`config.mk`:
```
export PLATFORM = sky130hd
export DESIGN_NAME = spi_slave_rx
export DESIGN_NICKNAME = d
export VERILOG_FILES = /design/src/rtl/spi_slave_rx.sv
export SDC_FILE = /design/constraint.sdc
export NUM_CORES = 1
export LEC_CHECK = 0
export ABC_AREA = 1
export CAP_MARGIN = 20
export CORE_ASPECT_RATIO = 0.5
export CORE_MARGIN = 1
export CORE_UTILIZATION = 25
export DETAILED_ROUTE_END_ITERATION = 12
export HOLD_SLACK_MARGIN = 0.15
export PLACE_DENSITY = 0.47
export SETUP_SLACK_MARGIN = 0.1
export SYNTH_ARGS = -nofsm -noshare
export SYNTH_HDL_FRONTEND = slang
export SYNTH_SLANG_ARGS = --single-unit
```
`constraint.sdc`:
```
create_clock -name clk -period 1.9 [get_ports clk]
set_input_delay 0.285 -clock clk [delete_from_list [all_inputs] [get_ports clk]]
set_output_delay 0.285 -clock clk [all_outputs]
set_load 0.03 [all_outputs]
```
`src/rtl/spi_slave_rx.sv`:
```
// SPI receive stage: oversamples sclk/cs/mosi on clk, deserializes LSB-first frames,
// and hands words out on a valid/ready port with overrun and short-frame pulses.
module spi_slave_rx #(
    parameter int DW         = 12,
    parameter int LEAD_EDGES = 1
) (
    input  logic          clk,
    input  logic          rst,
    input  logic          sclk,
    input  logic          cs,
    input  logic          mosi,
    output logic [DW-1:0] dout,
    output logic          dvalid,
    input  logic          dready,
    output logic          overrun,
    output logic          frame_err
);

    localparam int MAXC = (DW > LEAD_EDGES) ? DW : LEAD_EDGES;
    localparam int CW   = $clog2(MAXC + 1);

    typedef enum logic [1:0] {IDLE, LEAD, SHIFT, WAIT_CS} state_t;

    state_t        state, state_n;
    logic [CW-1:0] count, count_n;
    logic [DW-1:0] shreg, shreg_n;
    logic          word_done, frame_err_n;

    logic sclk_s1, sclk_s2, sclk_s3;
    logic cs_s1, cs_s2;
    logic mosi_s1, mosi_s2;
    logic fall_det;

    assign fall_det = !sclk_s2 && sclk_s3;

    always_comb begin
        state_n     = state;
        count_n     = count;
        shreg_n     = shreg;
        word_done   = 1'b0;
        frame_err_n = 1'b0;
        case (state)
            IDLE: begin
                count_n = '0;
                shreg_n = '0;
                if (!cs_s2) state_n = (LEAD_EDGES == 0) ? SHIFT : LEAD;
            end
            LEAD: begin
                if (cs_s2) begin
                    frame_err_n = 1'b1;
                    count_n     = '0;
                    state_n     = IDLE;
                end else if (fall_det) begin
                    if (32'(count) + 1 == LEAD_EDGES) begin
                        count_n = '0;
                        state_n = SHIFT;
                    end else begin
                        count_n = count + 1'b1;
                    end
                end
            end
            SHIFT: begin
                if (cs_s2) begin
                    frame_err_n = 1'b1;
                    count_n     = '0;
                    shreg_n     = '0;
                    state_n     = IDLE;
                end else if (fall_det) begin
                    shreg_n[count] = mosi_s2;
                    if (32'(count) == DW - 1) begin
                        word_done = 1'b1;
                        count_n   = '0;
                        state_n   = WAIT_CS;
                    end else begin
                        count_n = count + 1'b1;
                    end
                end
            end
            WAIT_CS: begin
                if (cs_s2) state_n = IDLE;
            end
            default: state_n = IDLE;
        endcase
    end

    always_ff @(posedge clk) begin
        if (!rst) begin
            sclk_s1   <= 1'b0;
            sclk_s2   <= 1'b0;
            sclk_s3   <= 1'b0;
            cs_s1     <= 1'b1;
            cs_s2     <= 1'b1;
            mosi_s1   <= 1'b0;
            mosi_s2   <= 1'b0;
            state     <= IDLE;
            count     <= '0;
            shreg     <= '0;
            dout      <= '0;
            dvalid    <= 1'b0;
            overrun   <= 1'b0;
            frame_err <= 1'b0;
        end else begin
            sclk_s1   <= sclk;
            sclk_s2   <= sclk_s1;
            sclk_s3   <= sclk_s2;
            cs_s1     <= cs;
            cs_s2     <= cs_s1;
            mosi_s1   <= mosi;
            mosi_s2   <= mosi_s1;
            state     <= state_n;
            count     <= count_n;
            shreg     <= shreg_n;
            frame_err <= frame_err_n;
            overrun   <= 1'b0;
            // A handshake in the completion cycle frees the register for the new word.
            if (word_done) begin
                if (!dvalid || dready) begin
                    dout   <= shreg_n;
                    dvalid <= 1'b1;
                end else begin
                    overrun <= 1'b1;
                end
            end else if (dvalid && dready) begin
                dvalid <= 1'b0;
            end
        end
    end

endmodule

```
==> summary.md, run 1 <==
| Metric | Value |
|---|---|
| Slew @ Worst Pin | `0.452 ns` |
| Final HPWL DP | `3100 µm` |
| Synth-to-Final Area Change | `25.3%` |
| Mapped Nets | `289` |
| Nets | `314` |
| Clock Sinks | `40` |
| H-tree depth | `2` |
| Finished Cell Area | `2520 µm²` |
| GR Layer Usage met2 | `17.8%` |
| Synth area leaders | `dfxtp_1 (40%), nand2_1 (14%), nand3_1 (7.7%)` |
| Sequential share of the synthesized area | `39.8%` |
| Area post-placement | `2330 µm²` |
| Worst relative slew slack | `69.8%` |
| Die Wd | `129 µm` |
| Drt pass-1 iters | `5` |
| Synth cell types | `26` |
| IO Port Bufs | `20` |
| Status | `completed` |
| Initial antenna violation count | `0` |
| Vias in the first global route | `1639` |
| GRT Util Overall | `11.2%` |
| Global-route wire length before repair | `7480 µm` |
| Max Clk Rate | `0.624 GHz` |
| Routability cong. | `0.784` |
| Die Y | `65.4 µm` |
| Root Driver | `clkbuf_16` |
| CTS Buffer Depth | `2` |
| Final period utilization | `84.4%` |
| CP required | `2.08 ns` |
| Met3 Usage GRT | `2.85%` |
| Cell Rows | `22` |
| Final Hold Viols | `0` |
| Yosys reg bits | `40` |
| Die Area | `8430 µm²` |
| WP data arrival | `1.78 ns` |
| Power Density | `950 nW/µm²` |
| Largest net degree at the start of global routing | `25` |
| Mapped Area | `2010 µm²` |
| Mean area per synthesized cell | `7.34 µm²` |
| TritonCTS clock tree | `built` |
| Setup repair after global routing missed its margin | `no` |
| Tmin final | `1.60 ns` |
| Critical path endpoint category | `flop` |
| Clock skew | `0.00219 ns` |
| Post-CTS Hold Buffers | `0` |
| DRC | `0` |
| Hold Path Class | `flop to flop` |
| Core region area | `7540 µm²` |
| I/O Pins | `21` |
| Synth Warn # | `0` |
| Lkg Pwr | `1.05 nW` |
| Final WL | `4280 µm` |
| Worst-Skew Late Latency | `0.28 ns` |
| VDD IR max | `0.534 mV` |
| Worst Setup Start Kind | `flop` |
| Yosys top cell area share | `39.8%` |
| CTS buffer count | `5` |
| CP max FO | `24` |
| 1st-iter DRT viols | `102` |
| Total grt overflow | `0` |
| Fin util | `33.4%` |
| Setup tns final | `0 ns` |
| Final Max Tran Viols | `0` |
| Worst path slowest cell | `dfxtp_2` |
| Worst path cell trace | `ha_1, nand3_2, nor2_4, nand2_4, nor2_8, nand3_1, nand2_1, inv_1` |
| Reg clk slew, reported paths | `0.06 ns` |
| Mapped Cells | `274` |
| Initial Util | `26.7%` |
| Final setup viols | `0` |
| Ant. Diodes | `0` |
| Synth area leader | `dfxtp_1` |
| Drt via density | `4.21` |
| Max-cap violations | `0` |
| DR WL/cell | `10.5 µm` |
| Layout cells sized above 1 | `9.70%` |
| GRT Max-Usage Layer | `met2` |
| Crit path largest cell delay | `0.37 ns` |
| Via count | `1714` |
| ANT nets after route | `0` |
| WS Path Type | `flop to flop` |
| Grt met1 use | `14.8%` |
## flip-flops by register name, indices dropped and copies added, names as in the netlist, 2 cells and up
signal	flops
dout	12
shreg	12
count	4
state	2
## synth_stat cells
master / number
buf_6: 1
nand2_1: 75
buf_8: 1
inv_1: 33
clkinv_1: 1
o21bai_1: 7
o21ai_0: 3
nand2_4: 2
nor2_2: 1
dfxtp_1: 40
buf_2: 1
nand3_2: 3
clkbuf_1: 4
o211ai_1: 1
nor2_4: 1
nor2_1: 16
or2_2: 2
a21oi_1: 19
nand4_1: 5
ha_1: 9
nor2_8: 1
inv_2: 3
buf_4: 1
o21a_1: 12
clkbuf_8: 1
nand3_1: 31
## final cells by class
class                   count  area (µm²)
inverters                  37         139
flip-flops and latches     40         803
well taps                 108         135
fillers                   805        5020
clock buffers               5         125
clock inverters             2        60.1
repair buffers             27         253
multi-input cells         188        1000
## worst max-delay path, delay by kind of cell, from the launching register on
family	cells	cell delay (ns)
buffers and inverters	1	0.03
flip-flops	1	0.37
AND/OR/NAND/NOR	6	0.90
adder cells (fa/ha/maj)	1	0.20
## where the power goes
| part | leakage, nW | switching [mW] | internal [mW] |
|---|---|---|---|
| Clock | 0.0899 | 0.324 | 0.745 |
| Combinational | 0.638 | 0.276 | 0.149 |
| Sequential | 0.325 | 0.0256 | 0.874 |
## metal layers
layer | vias to the layer above | routed length [µm]
met1 | 746 | 2220
met2 | 34 | 1810
met3 | 7 | 200
met5 | - | 0
li1 | 927 | -
met4 | 0 | 48
## metrics by stage
stage                     setup slack [ns]  std cells  hold slack (ns)  power (mW)
after floorplan                      0.394        274            0.383        1.20
after global placement               0.264        400            0.396        1.34
after detailed placement             0.231        400            0.398        1.34
after CTS                            0.217        407            0.412        2.42
after global routing                 0.152        407            0.420        2.54
final                                0.297        407            0.410        2.39
## worst paths after layout
kind                               from              endpoint  slack [ns]  cells past startpoint
hold / removal       sclk_s1$_SDFF_PN0_    sclk_s2$_SDFF_PN0_        0.41                      2
hold reg to reg      sclk_s1$_SDFF_PN0_    sclk_s2$_SDFF_PN0_        0.41                      2
setup / recovery  count[1]$_SDFFE_PN0P_  dout[7]$_SDFFE_PN0P_        0.30                      8
setup reg to reg  count[1]$_SDFFE_PN0P_  dout[7]$_SDFFE_PN0P_        0.30                      8
## logic make-up after synthesis
logic type / count (synthesis) / share of synthesized area, %
flops: 40 / 39.8
compound gates: 42 / 12.9
fa+ha+maj: 9 / 5.60
buf+inv: 46 / 10.3
simple gates: 137 / 31.4
## placed cells by master, fill, tap and decap left out, types with 3 or more instances in the layout
cell | netlist | routed
a21oi_1 | 19 | 19
buf_4 | 1 | 7
clkbuf_16 | 0 | 5
clkdlybuf4s50_1 | 0 | 20
dfxtp_1 | 40 | 38
ha_1 | 9 | 9
inv_1 | 33 | 33
inv_2 | 3 | 3
nand2_1 | 75 | 75
nand3_1 | 31 | 31
nand3_2 | 3 | 3
nand4_1 | 5 | 5
nor2_1 | 16 | 16
o21a_1 | 12 | 12
o21ai_0 | 3 | 3
o21bai_1 | 7 | 7
## repair_timing
action	CTS	global route
setup buffers	0	0
setup endpoints to repair	0	4
resized for setup	0	2
Note: power is estimated with default switching activity, not from simulation.
==> inputs of run 2 (changes only) <==
==> constraint.sdc (replaced) <==
create_clock -name clk -period 1.7 [get_ports clk]
set_input_delay 0.255 -clock clk [delete_from_list [all_inputs] [get_ports clk]]
set_output_delay 0.255 -clock clk [all_outputs]
set_load 0.03 [all_outputs]
==> run 2 against run 1 <==
Compared with the run above: register-to-register slack lost 0.09 ns; sequential cell count unchanged; final cell count grew 1.2%; critical path depth is 7 lower; largest cell class unchanged.
==> summary.md, run 2 (synthesis results as in run 1) <==
| Metric | Value |
|---|---|
| DRC | `0 (unchanged)` |
| FF+latch area | `807 µm² (+0.47%)` |
| VDD IR max | `0.420 mV (-21%)` |
| Die Area | `8430 µm² (unchanged)` |
| Reg2reg setup slack | `0.21 ns (-0.09 ns)` |
| Drt pass-1 iters | `4 (-1)` |
| 1st-iter DRT viols | `78 (-24%)` |
| Total grt overflow | `0 (unchanged)` |
| Setup repair after global routing missed its margin | `yes` |
| Crit path largest cell delay | `0.67 ns (+0.30 ns)` |
| GRT Util Overall | `11.5% (+0.21 points)` |
| Reg clk slew, reported paths | `0.06 ns (about the same)` |
| Max Clk Rate | `0.651 GHz` |
| Nets | `318 (+1.3%)` |
| R2r worst-path depth | `10 (+2)` |
| Hold Path Stages | `2 (unchanged)` |
| IO Port Bufs | `20 (unchanged)` |
| CTS buffer count | `5 (unchanged)` |
| Status | `completed` |
| Layout cells sized above 1 | `14.8% (+5.1 points)` |
| Fin util | `34.1% (+0.68 points)` |
| WS Path Type | `flop to output pin` |
| Lkg Pwr | `1.05 nW (-0.37%)` |
| Clock Sinks | `40 (unchanged)` |
| Initial antenna violation count | `0 (unchanged)` |
| CTS Buffer Depth | `2 (unchanged)` |
| Most frequent cells in the layout | `nand2_1 (70), dfxtp_1 (37), inv_1 (32), nand3_1 (31), clkdlybuf4s50_1 (20)` |
| Worst relative slew slack | `67.5% (-2.2 points)` |
| Hold Path End | `sclk_s2$_SDFF_PN0_` |
| Most common cell after layout, fill and taps aside | `nand2_1` |
| Final setup viols | `0 (unchanged)` |
| Via count | `1735 (+1.2%)` |
| Critical path endpoint category | `output pin` |
| Largest regs | `dout x12, shreg x12, count x4` |
| Synth-to-Final Area Change | `27.8%` |
| Worst Setup Start Kind | `flop` |
| Drt via density | `4.21 (about the same)` |
| FF-to-FF End | `dout[5]$_SDFFE_PN0P_` |
| DR WL/cell | `10.6 µm (+1.1%)` |
| Global-route wire length before repair | `7550 µm (+0.92%)` |
| Reg-to-Reg Start | `count[1]$_SDFFE_PN0P_` |
| Worst path cell trace | `clkdlybuf4s50_1` |
| Power Density | `951 nW/µm² (about the same)` |
| Tmin final | `1.54 ns` |
| TritonCTS clock tree | `built` |
| I/O Pins | `21 (unchanged)` |
| H-tree depth | `2 (unchanged)` |
| Layout filler cell count | `819 (+1.7%)` |
| Clock skew | `0.00276 ns (+0.000573 ns)` |
| Worst path slowest cell | `clkdlybuf4s50_1` |
| Slew @ Worst Pin | `0.485 ns (+0.0336 ns)` |
| Area of the multi-input gates | `1040 µm² (+3.4%)` |
| Vias in the first global route | `1692 (+3.2%)` |
| Initial Util | `26.7% (unchanged)` |
| Largest net degree at the start of global routing | `18 (-28%)` |
| Hold Path Class | `flop to flop` |
| Die Wd | `129 µm (unchanged)` |
| Core region area | `7540 µm² (unchanged)` |
| Cell Rows | `22 (unchanged)` |
| Die Y | `65.4 µm (unchanged)` |
| ANT nets after route | `0 (unchanged)` |
| Final HPWL DP | `3180 µm (+2.5%)` |
| Final WL | `4380 µm (+2.4%)` |
| Final period utilization | `90.4%` |
| WP data arrival | `1.28 ns (-0.50 ns)` |
| Final Max Tran Viols | `0 (unchanged)` |
| Worst-Skew Late Latency | `0.28 ns (about the same)` |
| CP required | `1.44 ns (-0.64 ns)` |
| Max-cap violations | `0 (unchanged)` |
| Hold path start | `sclk_s1$_SDFF_PN0_` |
| Routability cong. | `0.787 (+0.32%)` |
| Root Driver | `clkbuf_16` |
| Final Hold Viols | `0 (unchanged)` |
| Post-CTS Hold Buffers | `0 (unchanged)` |
| Setup tns final | `0 ns (unchanged)` |
| CP max FO | `2 (-92%)` |
| Ant. Diodes | `0 (unchanged)` |
| WP buf/inv | `1 (unchanged)` |
| Delay-heaviest family, CP | `buffers and inverters` |
## run 2: how the worst max path moves through the flow
stage | startpoint | endpoint | slack (ns) | cells after the start
after floorplan | count[1]$_SDFFE_PN0P_ | dout[2]$_SDFFE_PN0P_ | 0.19 | 9
after global placement | dready | dout[0]$_SDFFE_PN0P_ | 0.11 | 7
after detailed placement | dready | dout[4]$_SDFFE_PN0P_ | 0.08 | 7
after CTS | state[0]$_SDFFE_PN0P_ | count[1]$_SDFFE_PN0P_ | 0.14 | 9
after global routing | count[1]$_SDFFE_PN0P_ | dout[4]$_SDFFE_PN0P_ | 0.07 | 10
final | dout[10]$_SDFFE_PN0P_ | dout[10] | 0.16 | 1
## run 2: metal layers
layer  wire, µm  up-vias  GRT usage, %  share of wire, %
met1       2290      779          14.6                52
met3        162        4          2.93               3.7
met5          0        -             0                 0
met2       1900       20          19.1                43
met4         34        0          3.53              0.78
li1           -      932             -                 -
## run 2: report_power, final
group / total, mW / internal (mW) / switching, mW
Sequential: 1.01 / 0.981 / 0.0302
Combinational: 0.488 / 0.174 / 0.315
Clock: 0.945 / 0.578 / 0.366
Total: 2.44 / 1.73 / 0.711
## run 2: cell type report
| class | count | area share (%) |
|---|---|---|
| repair buffers | 31 | 11.6 |
| clock buffers | 6 | 5.40 |
| flip-flops and latches | 40 | 31.4 |
| multi-input cells | 188 | 40.4 |
| inverters | 37 | 5.55 |
| well taps | 108 | 5.26 |
| clock inverters | 2 | 0.389 |
## run 2: timing repair
item                                    4_1_cts  5_1_grt
pin swaps                                     0        3
cloned                                        0        0
setup buffers                                 0        1
resized for setup                             1       15
endpoints found under the setup margin        2       18
## run 2: stage by stage
| step | hold WS (ns) | std cells | instance area [µm²] | power, mW | setup WS (ns) |
|---|---|---|---|---|---|
| after CTS | 0.414 | 411 | 2520 | 2.46 | 0.137 |
| final | 0.412 | 412 | 2570 | 2.44 | 0.164 |
| after global placement | 0.395 | 403 | 2370 | 1.49 | 0.109 |
| after floorplan | 0.353 | 274 | 2010 | 1.34 | 0.194 |
| after global routing | 0.418 | 412 | 2570 | 2.60 | 0.0671 |
| after detailed placement | 0.400 | 403 | 2370 | 1.50 | 0.0787 |
==> inputs of run 3 (changes only) <==
--- a/config.mk
+++ b/config.mk
@@ -12,7 +12,6 @@
 export CORE_UTILIZATION = 25
 export DETAILED_ROUTE_END_ITERATION = 12
 export HOLD_SLACK_MARGIN = 0.15
-export PLACE_DENSITY = 0.47
 export SETUP_SLACK_MARGIN = 0.1
 export SYNTH_ARGS = -nofsm -noshare
 export SYNTH_HDL_FRONTEND = slang
==> run 3 against run 2 <==
Compared with the run above: final area up 1.9%; clock power up 27%; total power up 9.8%; critical path depth did not move; sequential share of layout area decreased by 0.74 points; first-iteration DRC count shrank 54%; sequential power hardly changed; core utilization rose by 0.66 points; setup slack about the same; global-route usage decreased by 0.23 points; clock skew rose by 0.0019 ns; via count increased by 1.6%; critical path type unchanged; largest cell class unchanged.
==> summary.md, run 3 (synthesis results as in run 1) <==
| Metric | Value |
|---|---|
| Status | `completed` |
| Reg2reg setup slack | `0.19 ns (-0.02 ns)` |
| Core region area | `7540 µm² (unchanged)` |
| Final Hold Viols | `0 (unchanged)` |
| Vias in the first global route | `1599 (-5.5%)` |
| Reg clk slew, reported paths | `0.06 ns (about the same)` |
| Final setup viols | `0 (unchanged)` |
| GRT Util Overall | `11.2% (-0.23 points)` |
| Die Area | `8430 µm² (unchanged)` |
| Critical path endpoint category | `output pin` |
| Worst path cell trace | `clkdlybuf4s50_1` |
| H-tree depth | `2 (unchanged)` |
| Tmin final | `1.54 ns (-0.000256 ns)` |
| DRC | `0 (unchanged)` |
| Total power draw | `2.68 mW (+9.8%)` |
| WS Path Type | `flop to output pin` |
| IO Port Bufs | `20 (unchanged)` |
| Die Wd | `129 µm (unchanged)` |
| CP max FO | `2 (unchanged)` |
| Worst Setup Start Kind | `flop` |
| CP required | `1.44 ns (about the same)` |
| Crit path largest cell delay | `0.67 ns (about the same)` |
| TritonCTS clock tree | `built` |
| Initial antenna violation count | `0 (unchanged)` |
| Setup tns final | `0 ns (unchanged)` |
| Final HPWL DP | `2890 µm (-9.0%)` |
| Layout filler cell count | `789 (-3.7%)` |
| 1st-iter DRT viols | `36 (-54%)` |
| Ant. Diodes | `0 (unchanged)` |
| Postcts setup bufs | `0 (unchanged)` |
| WP buf/inv | `1 (unchanged)` |
| Most frequent cells in the layout | `nand2_1 (73), dfxtp_1 (38), nand3_1 (31), inv_1 (30)` |
| Via count | `1763 (+1.6%)` |
| ANT nets after route | `0 (unchanged)` |
| Cell Rows | `22 (unchanged)` |
| Max Clk Rate | `0.651 GHz (about the same)` |
| Largest regs | `dout x12, shreg x12, count x4` |
| Initial Util | `26.7% (unchanged)` |
| DR WL/cell | `10.4 µm (-2.7%)` |
| Slew @ Worst Pin | `0.481 ns (-0.00463 ns)` |
| WP data arrival | `1.28 ns (about the same)` |
| VDD IR max | `0.496 mV (+18%)` |
| Worst relative slew slack | `67.8% (+0.31 points)` |
| Largest net degree at the start of global routing | `18 (unchanged)` |
| I/O Pins | `21 (unchanged)` |
| CTS buffer count | `5 (unchanged)` |
| Max-cap violations | `0 (unchanged)` |
| Final Max Tran Viols | `0 (unchanged)` |
| Hold Path Class | `flop to flop` |
| Die Y | `65.4 µm (unchanged)` |
| Layout cells sized above 1 | `13.8% (-0.99 points)` |
| Worst path slowest cell | `clkdlybuf4s50_1` |
| Most common cell after layout, fill and taps aside | `nand2_1` |
| Setup repair after global routing missed its margin | `yes` |
| Worst-Skew Late Latency | `0.28 ns (about the same)` |
| Drt pass-1 iters | `4 (unchanged)` |
| Global-route wire length before repair | `7260 µm (-3.8%)` |
| Drt via density | `4.28 (+1.6%)` |
| CTS Buffer Depth | `2 (unchanged)` |
| Root Driver | `clkbuf_16` |
| Power Density | `1020 nW/µm² (+7.7%)` |
| Final WL | `4270 µm (-2.7%)` |
| Lkg Pwr | `1.07 nW (+1.8%)` |
| Delay-heaviest family, CP | `buffers and inverters` |
| Synth-to-Final Area Change | `30.3%` |
| Routability cong. | `0.803 (+2.1%)` |
| Clock Sinks | `40 (unchanged)` |
| Nets | `319 (+0.31%)` |
| Total grt overflow | `0 (unchanged)` |
| Clock skew | `0.00467 ns (+0.00190 ns)` |
| Final period utilization | `90.3% (about the same)` |
==> run 3: cell types whose count changed in the layout (fill, tap and decap cells not counted), sizes merged <==
cell,delta
buf,-2
clkdlybuf4s50,-1
bufinv,+2
clkinv,-2
clkbuf,-1
dlymetal6s2s,+1
nor2,+3
==> run 3: cell type report <==
cell class | instances | area (µm²) | share of cell area, %
Clock inverter | 2 | 60.1 | 2.29
Clock buffer | 5 | 125 | 4.78
Multi-Input combinational cell | 191 | 1080 | 41.4
Tap cell | 108 | 135 | 5.16
Sequential cell | 40 | 803 | 30.7
Inverter | 37 | 143 | 5.44
Timing Repair Buffer | 29 | 270 | 10.3
==> run 3: routing by layer <==
layer	share of wire, %	routed length, µm	GRT usage (%)
met5	0	0	0
met4	1.9	82	5.74
met3	3.7	156	2.93
met2	43	1830	18.0
met1	52	2200	14.0
==> run 3: what timing repair did <==
action | CTS | global route
setup endpoints to repair | 4 | 19
hold buffers | 0 | 0
pin swaps | 1 | 4
cloned | 1 | 2
endpoints found under the hold margin | 0 | 0
resized for setup | 0 | 16
==> run 3: where the power goes <==
part	switching, mW	total [mW]	leakage [nW]	internal (mW)
Clock	0.371	1.20	0.0899	0.833
Combinational	0.304	0.471	0.653	0.167
Sequential	0.0296	1.01	0.325	0.979
Total	0.705	2.68	1.07	1.98
==> run 3: final timing paths <==
path / depth (start not counted) / start / to
worst max-delay path: 1 / dout[10]$_SDFFE_PN0P_ / dout[10]
worst min-delay path: 2 / mosi_s1$_SDFF_PN0_ / mosi_s2$_SDFF_PN0_
worst max register to register: 8 / count[0]$_SDFFE_PN0P_ / dout[3]$_SDFFE_PN0P_
worst min register to register: 2 / mosi_s1$_SDFF_PN0_ / mosi_s2$_SDFF_PN0_
==> run 3: per-stage QoR <==
step                      utilization (%)  hold WS, ns  setup slack (ns)  area, µm²  cells
final                                34.7        0.409             0.164       2620    412
after global routing                 34.7        0.431            0.0672       2620    412
after CTS                            33.7        0.409             0.121       2540    410
after detailed placement             31.1        0.395             0.107       2350    402
after global placement               31.1        0.396             0.142       2350    402
after floorplan                         -        0.353             0.194       2010    274
